File: src/rtl/prism_sp_tx_frame_arbiter_if.sv
// prism_sp_tx_frame_arbiter_if
// Purpose: bundles the per-core TX FIFO read sides, the shared GEM TX beat
//          stream and the arbiter status flags into one connection.
// Signals:
//   meta_empty/meta_len/meta_rd_en  per-core meta FIFO (FWFT) read side
//   data_empty/data_dout/data_rd_en per-core data FIFO (FWFT) read side
//   tx_valid/tx_ready/tx_data/tx_last/tx_bytes  outgoing beat stream
//   tx_core/busy/len_err            arbiter status
// Modports: master = arbiter side, slave = FIFO/datapath side.
interface prism_sp_tx_frame_arbiter_if #(
  parameter int unsigned NTXCORES   = 2,
  parameter int unsigned DATA_WIDTH = 64,
  parameter int unsigned LEN_WIDTH  = 14
);
  localparam int unsigned BW = $clog2(DATA_WIDTH / 8) + 1;
  localparam int unsigned CW = (NTXCORES > 1) ? $clog2(NTXCORES) : 1;

  logic [NTXCORES-1:0]            meta_empty;
  logic [NTXCORES*LEN_WIDTH-1:0]  meta_len;
  logic [NTXCORES-1:0]            meta_rd_en;
  logic [NTXCORES-1:0]            data_empty;
  logic [NTXCORES*DATA_WIDTH-1:0] data_dout;
  logic [NTXCORES-1:0]            data_rd_en;
  logic                           tx_valid;
  logic                           tx_ready;
  logic [DATA_WIDTH-1:0]          tx_data;
  logic                           tx_last;
  logic [BW-1:0]                  tx_bytes;
  logic [CW-1:0]                  tx_core;
  logic                           busy;
  logic                           len_err;

  modport master (
    input  meta_empty, meta_len, data_empty, data_dout, tx_ready,
    output meta_rd_en, data_rd_en, tx_valid, tx_data, tx_last, tx_bytes,
           tx_core, busy, len_err
  );

  modport slave (
    output meta_empty, meta_len, data_empty, data_dout, tx_ready,
    input  meta_rd_en, data_rd_en, tx_valid, tx_data, tx_last, tx_bytes,
           tx_core, busy, len_err
  );
endinterface

File: src/rtl/prism_sp_tx_frame_arbiter.sv
// prism_sp_tx_frame_arbiter
// Purpose: frame-granular round-robin scheduler sharing one GEM TX stream
//          between NTXCORES TX cores. Pops one meta entry (frame length) per
//          frame, streams exactly ceil(len/B) data words from the chosen
//          core, tags the last beat with its byte count, then idles for
//          GAP_CYCLES cycles.
// Ports:
//   clock  sole clock
//   reset  synchronous, active-high
//   bus    arbiter side (master) of prism_sp_tx_frame_arbiter_if
module prism_sp_tx_frame_arbiter #(
  parameter int unsigned NTXCORES   = 2,
  parameter int unsigned DATA_WIDTH = 64,
  parameter int unsigned LEN_WIDTH  = 14,
  parameter int unsigned GAP_CYCLES = 1
) (
  input  logic                         clock,
  input  logic                         reset,
  prism_sp_tx_frame_arbiter_if.master  bus
);

  localparam int unsigned B  = DATA_WIDTH / 8;
  localparam int unsigned BW = $clog2(B) + 1;
  localparam int unsigned CW = (NTXCORES > 1) ? $clog2(NTXCORES) : 1;
  localparam int unsigned GW = (GAP_CYCLES > 1) ? $clog2(GAP_CYCLES) : 1;

  typedef enum logic [1:0] {
    ST_IDLE,
    ST_STREAM,
    ST_GAP
  } state_e;

  state_e               state_q, state_d;
  logic [CW-1:0]        ptr_q, ptr_d;
  logic [CW-1:0]        sel_q, sel_d;
  logic [LEN_WIDTH-1:0] rem_q, rem_d;
  logic [GW-1:0]        gap_q, gap_d;
  logic [CW-1:0]        core_q, core_d;
  logic                 busy_q, busy_d;
  logic                 len_err_q, len_err_d;

  logic                 arb_any;
  logic [CW-1:0]        arb_sel;
  logic [CW-1:0]        arb_idx;
  logic [LEN_WIDTH-1:0] head_len;

  logic [NTXCORES-1:0]   meta_rd_en_c;
  logic [NTXCORES-1:0]   data_rd_en_c;
  logic                  tx_valid_c;
  logic [DATA_WIDTH-1:0] tx_data_c;
  logic                  tx_last_c;
  logic [BW-1:0]         tx_bytes_c;

  // Round-robin search starting just after the last granted core.
  always_comb begin
    arb_any = 1'b0;
    arb_sel = '0;
    arb_idx = '0;
    for (int k = 1; k <= int'(NTXCORES); k++) begin
      arb_idx = CW'((32'(ptr_q) + 32'(k)) % NTXCORES);
      if (!arb_any && !bus.meta_empty[arb_idx]) begin
        arb_any = 1'b1;
        arb_sel = arb_idx;
      end
    end
  end

  assign head_len = bus.meta_len[arb_sel*LEN_WIDTH +: LEN_WIDTH];

  // Next-state and combinational FIFO/stream controls.
  always_comb begin
    state_d      = state_q;
    ptr_d        = ptr_q;
    sel_d        = sel_q;
    rem_d        = rem_q;
    gap_d        = gap_q;
    core_d       = core_q;
    busy_d       = busy_q;
    len_err_d    = 1'b0;
    meta_rd_en_c = '0;
    data_rd_en_c = '0;
    tx_valid_c   = 1'b0;
    tx_data_c    = '0;
    tx_last_c    = 1'b0;
    tx_bytes_c   = '0;

    case (state_q)
      ST_IDLE: begin
        if (arb_any) begin
          meta_rd_en_c[arb_sel] = 1'b1;
          ptr_d                 = arb_sel;
          // Zero-length entries are consumed and flagged, never streamed.
          if (head_len == '0) begin
            len_err_d = 1'b1;
          end else begin
            state_d = ST_STREAM;
            sel_d   = arb_sel;
            rem_d   = head_len;
            core_d  = arb_sel;
            busy_d  = 1'b1;
          end
        end
      end

      ST_STREAM: begin
        tx_valid_c = !bus.data_empty[sel_q];
        tx_data_c  = bus.data_dout[sel_q*DATA_WIDTH +: DATA_WIDTH];
        tx_last_c  = (rem_q <= LEN_WIDTH'(B));
        tx_bytes_c = tx_last_c ? BW'(rem_q) : BW'(B);
        if (tx_valid_c && bus.tx_ready) begin
          data_rd_en_c[sel_q] = 1'b1;
          rem_d               = rem_q - LEN_WIDTH'(B);
          if (tx_last_c) begin
            if (GAP_CYCLES > 0) begin
              state_d = ST_GAP;
              gap_d   = GW'(GAP_CYCLES - 1);
            end else begin
              state_d = ST_IDLE;
              busy_d  = 1'b0;
            end
          end
        end
      end

      ST_GAP: begin
        if (gap_q == '0) begin
          state_d = ST_IDLE;
          busy_d  = 1'b0;
        end else begin
          gap_d = gap_q - GW'(1);
        end
      end

      default: begin
        state_d = ST_IDLE;
        busy_d  = 1'b0;
      end
    endcase

    // No FIFO pops while reset is held; the frame is being dropped.
    if (reset) begin
      meta_rd_en_c = '0;
      data_rd_en_c = '0;
    end
  end

  // State register.
  always_ff @(posedge clock) begin
    if (reset) begin
      state_q   <= ST_IDLE;
      ptr_q     <= CW'(NTXCORES - 1);
      sel_q     <= '0;
      rem_q     <= '0;
      gap_q     <= '0;
      core_q    <= '0;
      busy_q    <= 1'b0;
      len_err_q <= 1'b0;
    end else begin
      state_q   <= state_d;
      ptr_q     <= ptr_d;
      sel_q     <= sel_d;
      rem_q     <= rem_d;
      gap_q     <= gap_d;
      core_q    <= core_d;
      busy_q    <= busy_d;
      len_err_q <= len_err_d;
    end
  end

  assign bus.meta_rd_en = meta_rd_en_c;
  assign bus.data_rd_en = data_rd_en_c;
  assign bus.tx_valid   = tx_valid_c;
  assign bus.tx_data    = tx_data_c;
  assign bus.tx_last    = tx_last_c;
  assign bus.tx_bytes   = tx_bytes_c;
  assign bus.tx_core    = core_q;
  assign bus.busy       = busy_q;
  assign bus.len_err    = len_err_q;

endmodule

File: src/flat_wrapper.sv
// flat-port wrapper written by rule: the top's interface ports become plain ports
module prism_sp_tx_frame_arbiter_flat 
#(
  parameter int unsigned NTXCORES   = 2,
  parameter int unsigned DATA_WIDTH = 64,
  parameter int unsigned LEN_WIDTH  = 14,
  parameter int unsigned GAP_CYCLES = 1
)
  (clock, reset, bus_meta_empty, bus_meta_len, bus_data_empty, bus_data_dout, bus_tx_ready, bus_meta_rd_en, bus_data_rd_en, bus_tx_valid, bus_tx_data, bus_tx_last, bus_tx_bytes, bus_tx_core, bus_busy, bus_len_err);
  prism_sp_tx_frame_arbiter_if #(.NTXCORES(NTXCORES), .DATA_WIDTH(DATA_WIDTH), .LEN_WIDTH(LEN_WIDTH)) bus_i ();
  input  logic clock;
  input  logic reset;
  input wire logic [$bits(bus_i.meta_empty)-1:0] bus_meta_empty;
  input wire logic [$bits(bus_i.meta_len)-1:0] bus_meta_len;
  input wire logic [$bits(bus_i.data_empty)-1:0] bus_data_empty;
  input wire logic [$bits(bus_i.data_dout)-1:0] bus_data_dout;
  input wire logic [$bits(bus_i.tx_ready)-1:0] bus_tx_ready;
  output wire logic [$bits(bus_i.meta_rd_en)-1:0] bus_meta_rd_en;
  output wire logic [$bits(bus_i.data_rd_en)-1:0] bus_data_rd_en;
  output wire logic [$bits(bus_i.tx_valid)-1:0] bus_tx_valid;
  output wire logic [$bits(bus_i.tx_data)-1:0] bus_tx_data;
  output wire logic [$bits(bus_i.tx_last)-1:0] bus_tx_last;
  output wire logic [$bits(bus_i.tx_bytes)-1:0] bus_tx_bytes;
  output wire logic [$bits(bus_i.tx_core)-1:0] bus_tx_core;
  output wire logic [$bits(bus_i.busy)-1:0] bus_busy;
  output wire logic [$bits(bus_i.len_err)-1:0] bus_len_err;
  assign bus_i.meta_empty = bus_meta_empty;
  assign bus_i.meta_len = bus_meta_len;
  assign bus_i.data_empty = bus_data_empty;
  assign bus_i.data_dout = bus_data_dout;
  assign bus_i.tx_ready = bus_tx_ready;
  assign bus_meta_rd_en = bus_i.meta_rd_en;
  assign bus_data_rd_en = bus_i.data_rd_en;
  assign bus_tx_valid = bus_i.tx_valid;
  assign bus_tx_data = bus_i.tx_data;
  assign bus_tx_last = bus_i.tx_last;
  assign bus_tx_bytes = bus_i.tx_bytes;
  assign bus_tx_core = bus_i.tx_core;
  assign bus_busy = bus_i.busy;
  assign bus_len_err = bus_i.len_err;
  prism_sp_tx_frame_arbiter #(.NTXCORES(NTXCORES), .DATA_WIDTH(DATA_WIDTH), .LEN_WIDTH(LEN_WIDTH), .GAP_CYCLES(GAP_CYCLES)) u_core (.clock(clock), .reset(reset), .bus(bus_i));
endmodule
File: config.mk
export PLATFORM = sky130hd
export DESIGN_NAME = prism_sp_tx_frame_arbiter_flat
export DESIGN_NICKNAME = d
export VERILOG_FILES = /design/src/rtl/prism_sp_tx_frame_arbiter_if.sv /design/src/rtl/prism_sp_tx_frame_arbiter.sv /design/src/flat_wrapper.sv
export SDC_FILE = /design/constraint.sdc
export NUM_CORES = 1
export LEC_CHECK = 0
export CORE_ASPECT_RATIO = 0.8
export CORE_MARGIN = 5
export CORE_UTILIZATION = 33
export CTS_BUF_LIST = sky130_fd_sc_hd__clkbuf_4
export CTS_CLUSTER_DIAMETER = 60
export DETAILED_ROUTE_END_ITERATION = 6
export GPL_TIMING_DRIVEN = 0
export PLACE_DENSITY = 0.94
export SKIP_CTS_REPAIR_TIMING = 1
export SLEW_MARGIN = 20
export SYNTH_ARGS = -nofsm -noshare
export SYNTH_HDL_FRONTEND = slang
export SYNTH_SLANG_ARGS = --single-unit
File: constraint.sdc
create_clock -name clock -period 5.83 [get_ports clock]
set_input_delay 1.749 -clock clock [delete_from_list [all_inputs] [get_ports clock]]
set_output_delay 1.749 -clock clock [all_outputs]
set_load 0.1 [all_outputs]
==> flow_metrics.py <==
metrics = {
    "route": {
        "drt-total-wl_mm": 12.7,
        "drtPass1Iterations": 5,
        "wl_per_cell_microns": 19.5,
        "drc": 0,
        "vias": 3536,
        "viasPerCell": 5.43,
        "drtIter0Drc": 295,
        "ant_nets": 0,
    },
    "yosys": {
        "ys_types": 51,
        "synth_warnings": 0,
        "synth_edf_count": 0,
        "synthCells": 321,
        "synth_ff_type": "dfxtp_1",
        "synth-seq-cells": 20,
        "synth.avg_cell_area_sq_um": 7.46,
        "synth_area_sq_um": 2390,
        "syn_nets": 485,
        "ys_async_sr_fraction_pct": 0,
        "synth_seq_area_share_pct": 16.7,
    },
    "cts": {
        "cts_buffers": 3,
        "cts_htree_levels": 1,
        "cts_root_buf": "clkbuf_4",
        "insertion_delay_ps": 320,
        "clk_pin_slew_ps": 130,
        "clock-sinks": 20,
        "cts_tree": "yes",
        "clk_path_buf_depth": 2,
    },
    "final_layout": {
        "diodes": 0,
        "fill_cells": 563,
        "drive_gt1_share_pct": 5.14,
        "seq_area_sq_um": 400,
        "multi_input_area_sq_um": 1860,
        "layout_common_cells": "235 x clkdlybuf4s50_1, 79 x nor2_1, 71 x mux2i_1",
        "area_growth_pct": 106,
        "finalNetCount": 729,
        "stdcell_count": 651,
        "final_common_cell": "clkdlybuf4s50_1",
    },
    "timing": {
        "holdWs_ps": 478,
        "fin_worst_skew_ps": 10.0,
        "setup_viol_count_final": 0,
        "final_hold_viol_count": 0,
        "fmax_ghz": 0.174,
        "slew_headroom_pct": 30.2,
        "max_slew.worst_pin.slew_ps": 1040,
        "drv_slew": 0,
        "fin_crit_ps": 5740,
        "fin_ws_ps": 93.1,
        "finalSetupTns_ps": 0,
        "rsz0062_at_grt": "no",
        "post-route-period-util_pct": 98.4,
    },
    "floorplanning": {
        "row_count": 27,
        "die-area_sq_um": 9070,
        "start_util_pct": 34.4,
        "ios": 240,
        "die_w_microns": 105,
        "die_height_microns": 86.2,
        "coreArea_sq_um": 6960,
    },
    "placed_design": {
        "dp.cells": 647,
        "dpl_worst_slack_ps": -229,
        "dp_hpwl_mm": 11.0,
        "io_buffers": 239,
        "gp_congestion": 0.984,
    },
    "setup_path": {
        "r2r-start": "u_core.state_q[0]",
        "critPathLaunchType": "input port",
        "endpoint_kind": "output port",
        "crit_start": "reset",
        "crit_fanout": 10,
        "required_ps": 4080,
        "crit_type": "input port to output port",
        "arrival_ps": 3990,
    },
    "global_route": {
        "grt_max_degree": 12,
        "antenna_found_initial": 0,
        "use_met2_pct": 47.4,
        "grt_pass1_vias": 3704,
        "met1_usage_pct": 27.7,
        "track_usage_pct": 25.7,
        "grt_pass1_wl_mm": 19.0,
        "use_met3_pct": 7.52,
        "grt_overflow": 0,
        "top_usage_layer": "met2",
    },
    "pwr": {
        "total_power_w": 0.00107,
        "cellPowerDensity_nw_per_um2": 217,
        "vdd_drop_max_mv": 0.142,
        "power.leakage_nw": 1.87,
    },
    "flow_run": {
        "max-cap-violations": 0,
    },
    "outcome": {
        "status": "finished clean",
    },
    "hold_path": {
        "hold_start": "u_core.bus.busy",
        "hold_class": "register to register",
    },
}
[cells by family (layout without fill, tap and decap cells)]
group	count (synthesis)	count (layout)	share of synthesized area [%]
flops	20	20	16.7
simple gates	143	143	27.9
compound gates	53	53	16.8
buf+inv	28	271	5.69
fa+ha+maj	1	1	0.522
mux	76	76	32.3
[cell type report]
| type | instances | area share [%] |
|---|---|---|
| Clock buffer | 3 | 0.456 |
| Buffer | 25 | 2.53 |
| Timing Repair Buffer | 239 | 48.7 |
| Sequential cell | 20 | 8.11 |
| Multi-Input combinational cell | 273 | 37.7 |
| Tap cell | 87 | 2.20 |
| Inverter | 3 | 0.228 |
| Clock inverter | 1 | 0.0760 |
[worst paths after layout]
kind	end	slack (ps)	cells after the start
setup / recovery	bus_meta_rd_en[0]	90	5
hold / removal	u_core.bus.busy	480	2
setup reg to reg	u_core.rem_q[3]	3970	6
hold reg to reg	u_core.bus.busy	480	2
[metal layers]
metal	wire (microns)	share of wire [%]
met2	6530	51
met1	4330	34
met4	546	4.3
met5	0	0
met3	1310	10
[where the power goes]
group	switching, W	leakage, nW	internal (W)
Sequential	0.0000205	0.165	0.000155
Clock	0.0000471	0.0154	0.0000251
Combinational	0.000548	1.69	0.000275
Total	0.000615	1.87	0.000455
[critical path, cell delays in order]
cell and delay [ps]:
clkdlybuf4s50_1 580, inv_1 200, clkbuf_1 430, and4_1 260, dlymetal6s2s_1 750
[state kept, by name, summed over array words and instances (netlist names)]
register / count
u_core.state_q: 2
u_core.bus.busy: 1
u_core.bus.tx_core: 1
u_core.rem_q: 14
u_core.ptr_q: 1
u_core.bus.len_err: 1
[cells in the mapped netlist, types with 3 or more instances]
| master | count | area, sq um |
|---|---|---|
| buf_6 | 3 | 33.8 |
| a31oi_1 | 3 | 18.8 |
| o31ai_1 | 5 | 37.5 |
| o221ai_1 | 3 | 26.3 |
| mux2i_1 | 71 | 711 |
| dfxtp_1 | 20 | 400 |
| nand2_1 | 24 | 90.1 |
| buf_1 | 7 | 26.3 |
| mux2_2 | 3 | 33.8 |
| a32o_1 | 3 | 30.0 |
| nor4_1 | 8 | 50.1 |
| clkbuf_1 | 8 | 30.0 |
| nand3_1 | 4 | 20.0 |
| a2111oi_0 | 3 | 26.3 |
| nor2b_1 | 3 | 18.8 |
| and2_1 | 4 | 25.0 |
| o21ai_0 | 8 | 40.0 |
| a21oi_1 | 8 | 40.0 |
| o22ai_1 | 4 | 25.0 |
| nor2_1 | 79 | 297 |
| a31o_2 | 3 | 26.3 |
| nand4_1 | 3 | 18.8 |
| buf_2 | 7 | 35.0 |
| nand3b_1 | 3 | 22.5 |
| inv_1 | 3 | 11.3 |
| o211ai_1 | 3 | 22.5 |
[metrics by stage]
stage	util [%]	area (sq um)
3_3_place_gp	70.4	4900
5_1_grt	70.9	4940
2_1_floorplan	-	2400
3_5_place_dp	70.4	4900
4_1_cts	70.8	4930
6_report	70.9	4940
(Power assumes the default switching activity.)
